[src/rtl/lzd_normalize_48_pkg.sv]
// Shared constants for the AWGN log-path normaliser (leading-zero detector + shifter).
package awgn_consts;

  localparam int SAMPLE_W   = 48;
  localparam int SHIFT_W    = 6;
  localparam int GROUP_W    = 8;
  localparam int NUM_GROUPS = SAMPLE_W / GROUP_W;
  localparam int LZ8_W      = 3;

  // Count reported for an all-zero sample; drives the shifter to a zero result.
  localparam logic [SHIFT_W-1:0] LZ_ALL_ZERO = 6'd48;

  // Per-group leading-zero counts, index 0 is the most significant group.
  typedef logic [NUM_GROUPS-1:0][LZ8_W-1:0] lz8_vec_t;

endpackage

[src/rtl/lzd_normalize_48_lzd8.sv]
// Combinational 8-bit leading-zero count with a non-zero flag.
module lzd8
  import awgn_consts::*;
(
  input  logic [GROUP_W-1:0] data,
  output logic [LZ8_W-1:0]   lz,
  output logic               nz
);

  // Priority encode from the MSB; the count is a don't-care (7) when the group is zero.
  always_comb begin
    lz = 3'd7;
    nz = |data;
    casez (data)
      8'b1???????: lz = 3'd0;
      8'b01??????: lz = 3'd1;
      8'b001?????: lz = 3'd2;
      8'b0001????: lz = 3'd3;
      8'b00001???: lz = 3'd4;
      8'b000001??: lz = 3'd5;
      8'b0000001?: lz = 3'd6;
      default:     lz = 3'd7;
    endcase
  end

endmodule

[src/rtl/lzd_normalize_48.sv]
// Two-stage pipelined leading-zero detector; sample and count leave aligned for the shifter.
module lzd_normalize_48
  import awgn_consts::*;
#(
  parameter int W = SAMPLE_W
) (
  input  logic               clk,
  input  logic               rst_n,
  input  logic               ce,
  input  logic               in_valid,
  input  logic [W-1:0]       num,
  output logic               out_valid,
  output logic [W-1:0]       num_q,
  output logic [SHIFT_W-1:0] shift_needed,
  output logic               all_zero
);

  logic [NUM_GROUPS-1:0] nz_c;
  lz8_vec_t              lz8_c;

  logic                  s1_valid;
  logic [W-1:0]          s1_num;
  logic [NUM_GROUPS-1:0] s1_nz;
  lz8_vec_t              s1_lz8;

  logic [SHIFT_W-1:0]    shift_c;
  logic                  zero_c;

  // Group k covers the k-th byte counted from the MSB, so lower k means more significant.
  for (genvar k = 0; k < NUM_GROUPS; k++) begin : g_grp
    lzd8 u_lzd8 (
      .data (num[W-1-GROUP_W*k -: GROUP_W]),
      .lz   (lz8_c[k]),
      .nz   (nz_c[k])
    );
  end

  // Stage 1 captures the per-group flags and counts alongside the raw sample.
  always_ff @(posedge clk or negedge rst_n) begin
    if (!rst_n) begin
      s1_valid <= 1'b0;
      s1_num   <= '0;
      s1_nz    <= '0;
      s1_lz8   <= '0;
    end else if (ce) begin
      s1_valid <= in_valid;
      s1_num   <= num;
      s1_nz    <= nz_c;
      s1_lz8   <= lz8_c;
    end
  end

  // Pick the most significant non-zero group; scanning upward lets lower k overwrite higher k.
  always_comb begin
    shift_c = LZ_ALL_ZERO;
    zero_c  = 1'b1;
    for (int k = NUM_GROUPS - 1; k >= 0; k--) begin
      if (s1_nz[k]) begin
        shift_c = SHIFT_W'(GROUP_W * k) + SHIFT_W'(s1_lz8[k]);
        zero_c  = 1'b0;
      end
    end
  end

  // Stage 2 registers the aligned sample, count and flags that feed the shifter directly.
  always_ff @(posedge clk or negedge rst_n) begin
    if (!rst_n) begin
      out_valid    <= 1'b0;
      num_q        <= '0;
      shift_needed <= '0;
      all_zero     <= 1'b0;
    end else if (ce) begin
      out_valid    <= s1_valid;
      num_q        <= s1_num;
      shift_needed <= shift_c;
      all_zero     <= zero_c;
    end
  end

endmodule
[config.mk]
export PLATFORM = sky130hd
export DESIGN_NAME = lzd_normalize_48
export DESIGN_NICKNAME = d
export VERILOG_FILES = /design/src/rtl/lzd_normalize_48_pkg.sv /design/src/rtl/lzd_normalize_48_lzd8.sv /design/src/rtl/lzd_normalize_48.sv
export SDC_FILE = /design/constraint.sdc
export NUM_CORES = 1
export LEC_CHECK = 0
export BUFFER_PORTS_ARGS = -buffer_cell sky130_fd_sc_hd__buf_4
export CAP_MARGIN = 20
export CORE_AREA = 3 3 71 140
export CTS_CLUSTER_SIZE = 14
export DETAILED_ROUTE_END_ITERATION = 7
export DIE_AREA = 0 0 74 143
export GPL_TIMING_DRIVEN = 0
export PLACE_DENSITY_LB_ADDON = 0.12
export SLEW_MARGIN = 20
export SYNTH_ARGS = -nofsm -noshare
export SYNTH_HDL_FRONTEND = slang
export SYNTH_SLANG_ARGS = --single-unit
[constraint.sdc]
create_clock -name clk -period 3.39 [get_ports clk]
set_input_delay 0.678 -clock clk [delete_from_list [all_inputs] [get_ports clk]]
set_output_delay 0.678 -clock clk [all_outputs]
set_load 0.01 [all_outputs]
### Word-level counts from Yosys, hierarchy flattened

Cells that the tools add are included.

* add/subtract/negate cells: 5
* equality and inequality tests: 36
* muxes and demuxes: 18
* reductions and logical operators: 6

Operators with widths (count)
* case mux 3 bit (7 select lines): 6
* OR reduction 8 bit: 6
* == test 7 x 1 -> 1 bit (second input constant): 6
* == test 6 x 1 -> 1 bit (second input constant): 6
* two-way mux 6 bit: 6
* == test 5 x 1 -> 1 bit (second input constant): 6
* == test 4 x 1 -> 1 bit (second input constant): 6
* == test 3 x 1 -> 1 bit (second input constant): 6
* adder 5 x 3 -> 6 bit (first input constant): 2
* adder 6 x 3 -> 6 bit (first input constant): 2
* == test 2 x 1 -> 1 bit (second input constant): 6
* two-way mux 1 bit: 6
* adder 4 x 3 -> 5 bit (first input constant): 1

* register bits: 129
* bits of input ports: 52
* output and inout bits: 56
* logic and storage cells: 78

### Logic depth before layout (Yosys ltp)

* word-level depth: 7
* mapped depth: 5
* mapped depth without buffers: 4

### Cells and area by module

A second synthesis with hierarchy kept.

* cells, all modules: 371
* area, all modules: 5407.7 um^2

By module, submodules not included
* lzd_normalize_48: instances 1, cells an instance 311, area an instance 5002.3 um^2, sequential area each 3228.1 um^2
* lzd8: instances 6, cells an instance 10, area an instance 67.6 um^2, sequential area each 0.0 um^2

### Worst setup path before layout

No wires, ideal clock.

* path type: input port to flip-flop
* start point: input port ce
* end point: register num_q[16]
* setup time: 0.125 ns
* arrival time: 1.430 ns
* data required time: 3.265 ns
* setup slack: 1.836 ns
* stages: 4
* path buffers: 3
* path through: buf_2 > buf_6 > buf_6 > mux2_2

RTL lines
* from (decl): line lzd_normalize_48.sv:9 `input logic ce,`
* to (signal assigned): line lzd_normalize_48.sv:74 `num_q <= s1_num;`
* to (decl): line lzd_normalize_48.sv:13 `output logic [W-1:0] num_q,`

No word-level cell between the ends.

### Worst setup path in the final report

* start point: register num_q[23]
* end point: output port num_q[23]

No word-level cell between the ends.

==> results.yml <==
synthesis:
  synth_top_area_frac: 0.6120
  synth_most_common_cell: "dfrtp_1"
  yosys_most_used_dff: "dfrtp_1"
  synth_edf_count: 0
  synth_area_um2: 5275
  ys_types: 30
  synth_compound_area_frac: 0.07424
  synth_area_leaders: "dfrtp_1 61%, mux2_2 22%, inv_1 1.7%"
  async_reset_ff_frac: 1.000
  postSynthNetCount: 438
  seq_area_frac_synth: 0.6120
  synth_area_leader_cell: "dfrtp_1"
  synthSimpleGateAreaFrac: 0.04459
  synth.ff_latch_count: 129
  synth_fa_ha_area_frac: 0
  synth_top_family_by_area: "multiplexers"
  avgSynthCellArea_um2: 13.67
  ys_warn_count: 0
  synth.mux.area_fraction: 0.2277
  synth_common_cells: "129 x dfrtp_1, 104 x mux2_2, 24 x inv_1, 24 x nor2_1, 15 x a21oi_1"
  synth_xor_area_frac: 0
  syn_inst: 386
finish:
  diodes: 0
  area_growth_pct: 27.56
  layout-drive-gt1-share: 0.4905
  finalNetCount: 564
sta:
  drv_slew: 0
  fin_crit_ps: 1625
  min_period_over_period: 0.4794
  fin_ws_ps: 1765
  rsz0062_at_grt: "no"
  hold_violations: 0
  hold_ws_ps: 235.2
  worstMarginPinSlew_ps: 517.5
  slew_headroom: 0.6550
  fmax_ghz: 0.6154
  setup_viol: 0
  finalSetupTns_ps: 0
  fin_worst_skew_ps: 4.750
detailed_routing:
  drc: 0
  drt-total-wl_um: 11270
  vias: 3508
  dr.pass1.iters: 4
  via_per_inst: 5.604
  antenna_left: 0
  avgRoutedWirePerCell_um: 18.00
  initialDrtViolationCount: 135
placed_design:
  dp_hpwl_um: 8338
  numPortBuffers: 106
  gp_congestion: 0.8049
  dp_slack_ps: 1660
power_and_ir_drop:
  ir_drop_mv: 0.3917
  total_power_w: 0.003880
  powerDensity_nw_per_um2: 576.5
  p_leak_nw: 3.094
clocking:
  post_cts_buffers: 0
  cts_made_buffers: 17
  clkTransAtPathRegs_ps: 50
  clock-root-buffer: "clkbuf_16"
  cts_sinks: 129
  clock_latency_ps: 400
  cts_tree: "yes"
  hold_buffers: 0
  cts_buffer_depth: 2
  ctsResizeCount: 0
  htreeDepth: 4
global_route:
  grt_use_total: 0.2303
  grt_pass1_wl_um: 18270
  antenna_found_initial: 0
  gr-total-overflow: 0
  grt_max_degree: 74
  grt_pass1_vias: 3900
critical_path:
  path_cells: "buf_4"
  crit_fanout: 2
  cp_top_family: "flip-flops"
  crit_type: "reg2out"
  timing.critical_path.buf_inv: 1
  crit_slowest_cell: "dfrtp_1"
  critPathCaptureType: "output port"
  cp-start-kind: "flip-flop"
  required_ps: 2710
  cpPeakStageDelay_ps: 400
  critPathArrivalTime_ps: 950
die:
  start_util: 0.5853
  ioPinCount: 108
  dieWidth_um: 74
  die_y_um: 143
  dieArea_um2: 10580
  core_area_um2: 9012
  rows: 49
run:
  max-cap-violations: 0
outcome:
  outcome: "finished clean"
hold_path:
  hold_class: "in2async"
## final cells by class
cell class / count / area [um^2]
inverter: 25 / 93.84
clock buffer: 24 / 461.7
multi-input combinational: 213 / 1828
buffer: 19 / 125.1
tap: 102 / 127.6
timing repair buffer: 107 / 827.0
fill: 611 / 2283
clock inverter: 7 / 37.54
sequential: 129 / 3228
## cell usage in the layout (no fill, tap or decap)
cell	count
inv_1	24
nand2b_1	1
inv_2	1
clkinvlp_4	1
o32ai_1	1
clkbuf_1	7
nor2_1	24
nor4_1	6
clkinv_2	6
nand3b_1	1
o21bai_1	1
mux2_2	104
dfrtp_1	129
a211o_1	3
buf_6	6
nor2b_1	2
buf_2	13
clkbuf_8	1
o41ai_1	2
mux2i_1	3
nor2b_4	1
nor3_1	2
clkbuf_16	17
a21oi_1	15
nor3_4	1
a22o_1	1
a31oi_1	3
o21ai_0	14
o311ai_0	9
buf_4	105
o311a_1	1
a41oi_1	5
a221oi_1	3
nor3b_1	1
buf_16	1
nand2_1	9
## logic make-up after synthesis
| logic type | Yosys count |
|---|---|
| AO/OA/AOI/OAI | 58 |
| multiplexers | 107 |
| AND/OR/NAND/NOR | 48 |
| flip-flops | 129 |
| buffers and inverters | 44 |
## power by group
part	switching, W	leakage [nW]	internal [W]
registers	0.0000873	1.53	0.00171
clock network	0.000600	0.247	0.000939
logic	0.000238	1.32	0.000307
## stage by stage
stage	cell area [um^2]	util	instances
after floorplan	5275	-	386
after global placement	6198	0.6878	594
after detailed placement	6230	0.6912	595
after CTS	6729	0.7466	626
after global routing	6729	0.7466	626
final	6729	0.7466	626
## routing by layer
metal	share of wire	up-vias	routed length, um	track usage
li1	-	1627	-	-
met1	0.35	1786	3971	0.2413
met2	0.59	77	6648	0.4298
met3	0.040	18	447	0.05215
met4	0.018	0	201	0.08596
met5	0	-	0	0
## sequential cells by signal, summed over array words and instances, names as in the netlist
| name | flops |
|---|---|
| s1_nz | 6 |
| s1_valid | 1 |
| out_valid | 1 |
| s1_lz8 | 18 |
| all_zero | 1 |
| s1_num | 48 |
| shift_needed | 6 |
| num_q | 48 |
## final timing paths
kind | from | endpoint | slack (ps) | depth (start not counted)
max | num_q[23] | num_q[23] | 1760 | 1
min | rst_n | num_q[43] | 240 | 1
max reg2reg | s1_nz[4] | shift_needed[2] | 2100 | 4
min reg2reg | s1_lz8[13] | s1_lz8[13] | 480 | 2
max in group asynchronous | rst_n | s1_nz[1] | 2430 | 2
min in group clk | s1_lz8[13] | s1_lz8[13] | 480 | 2
(Power assumes the default switching activity.)
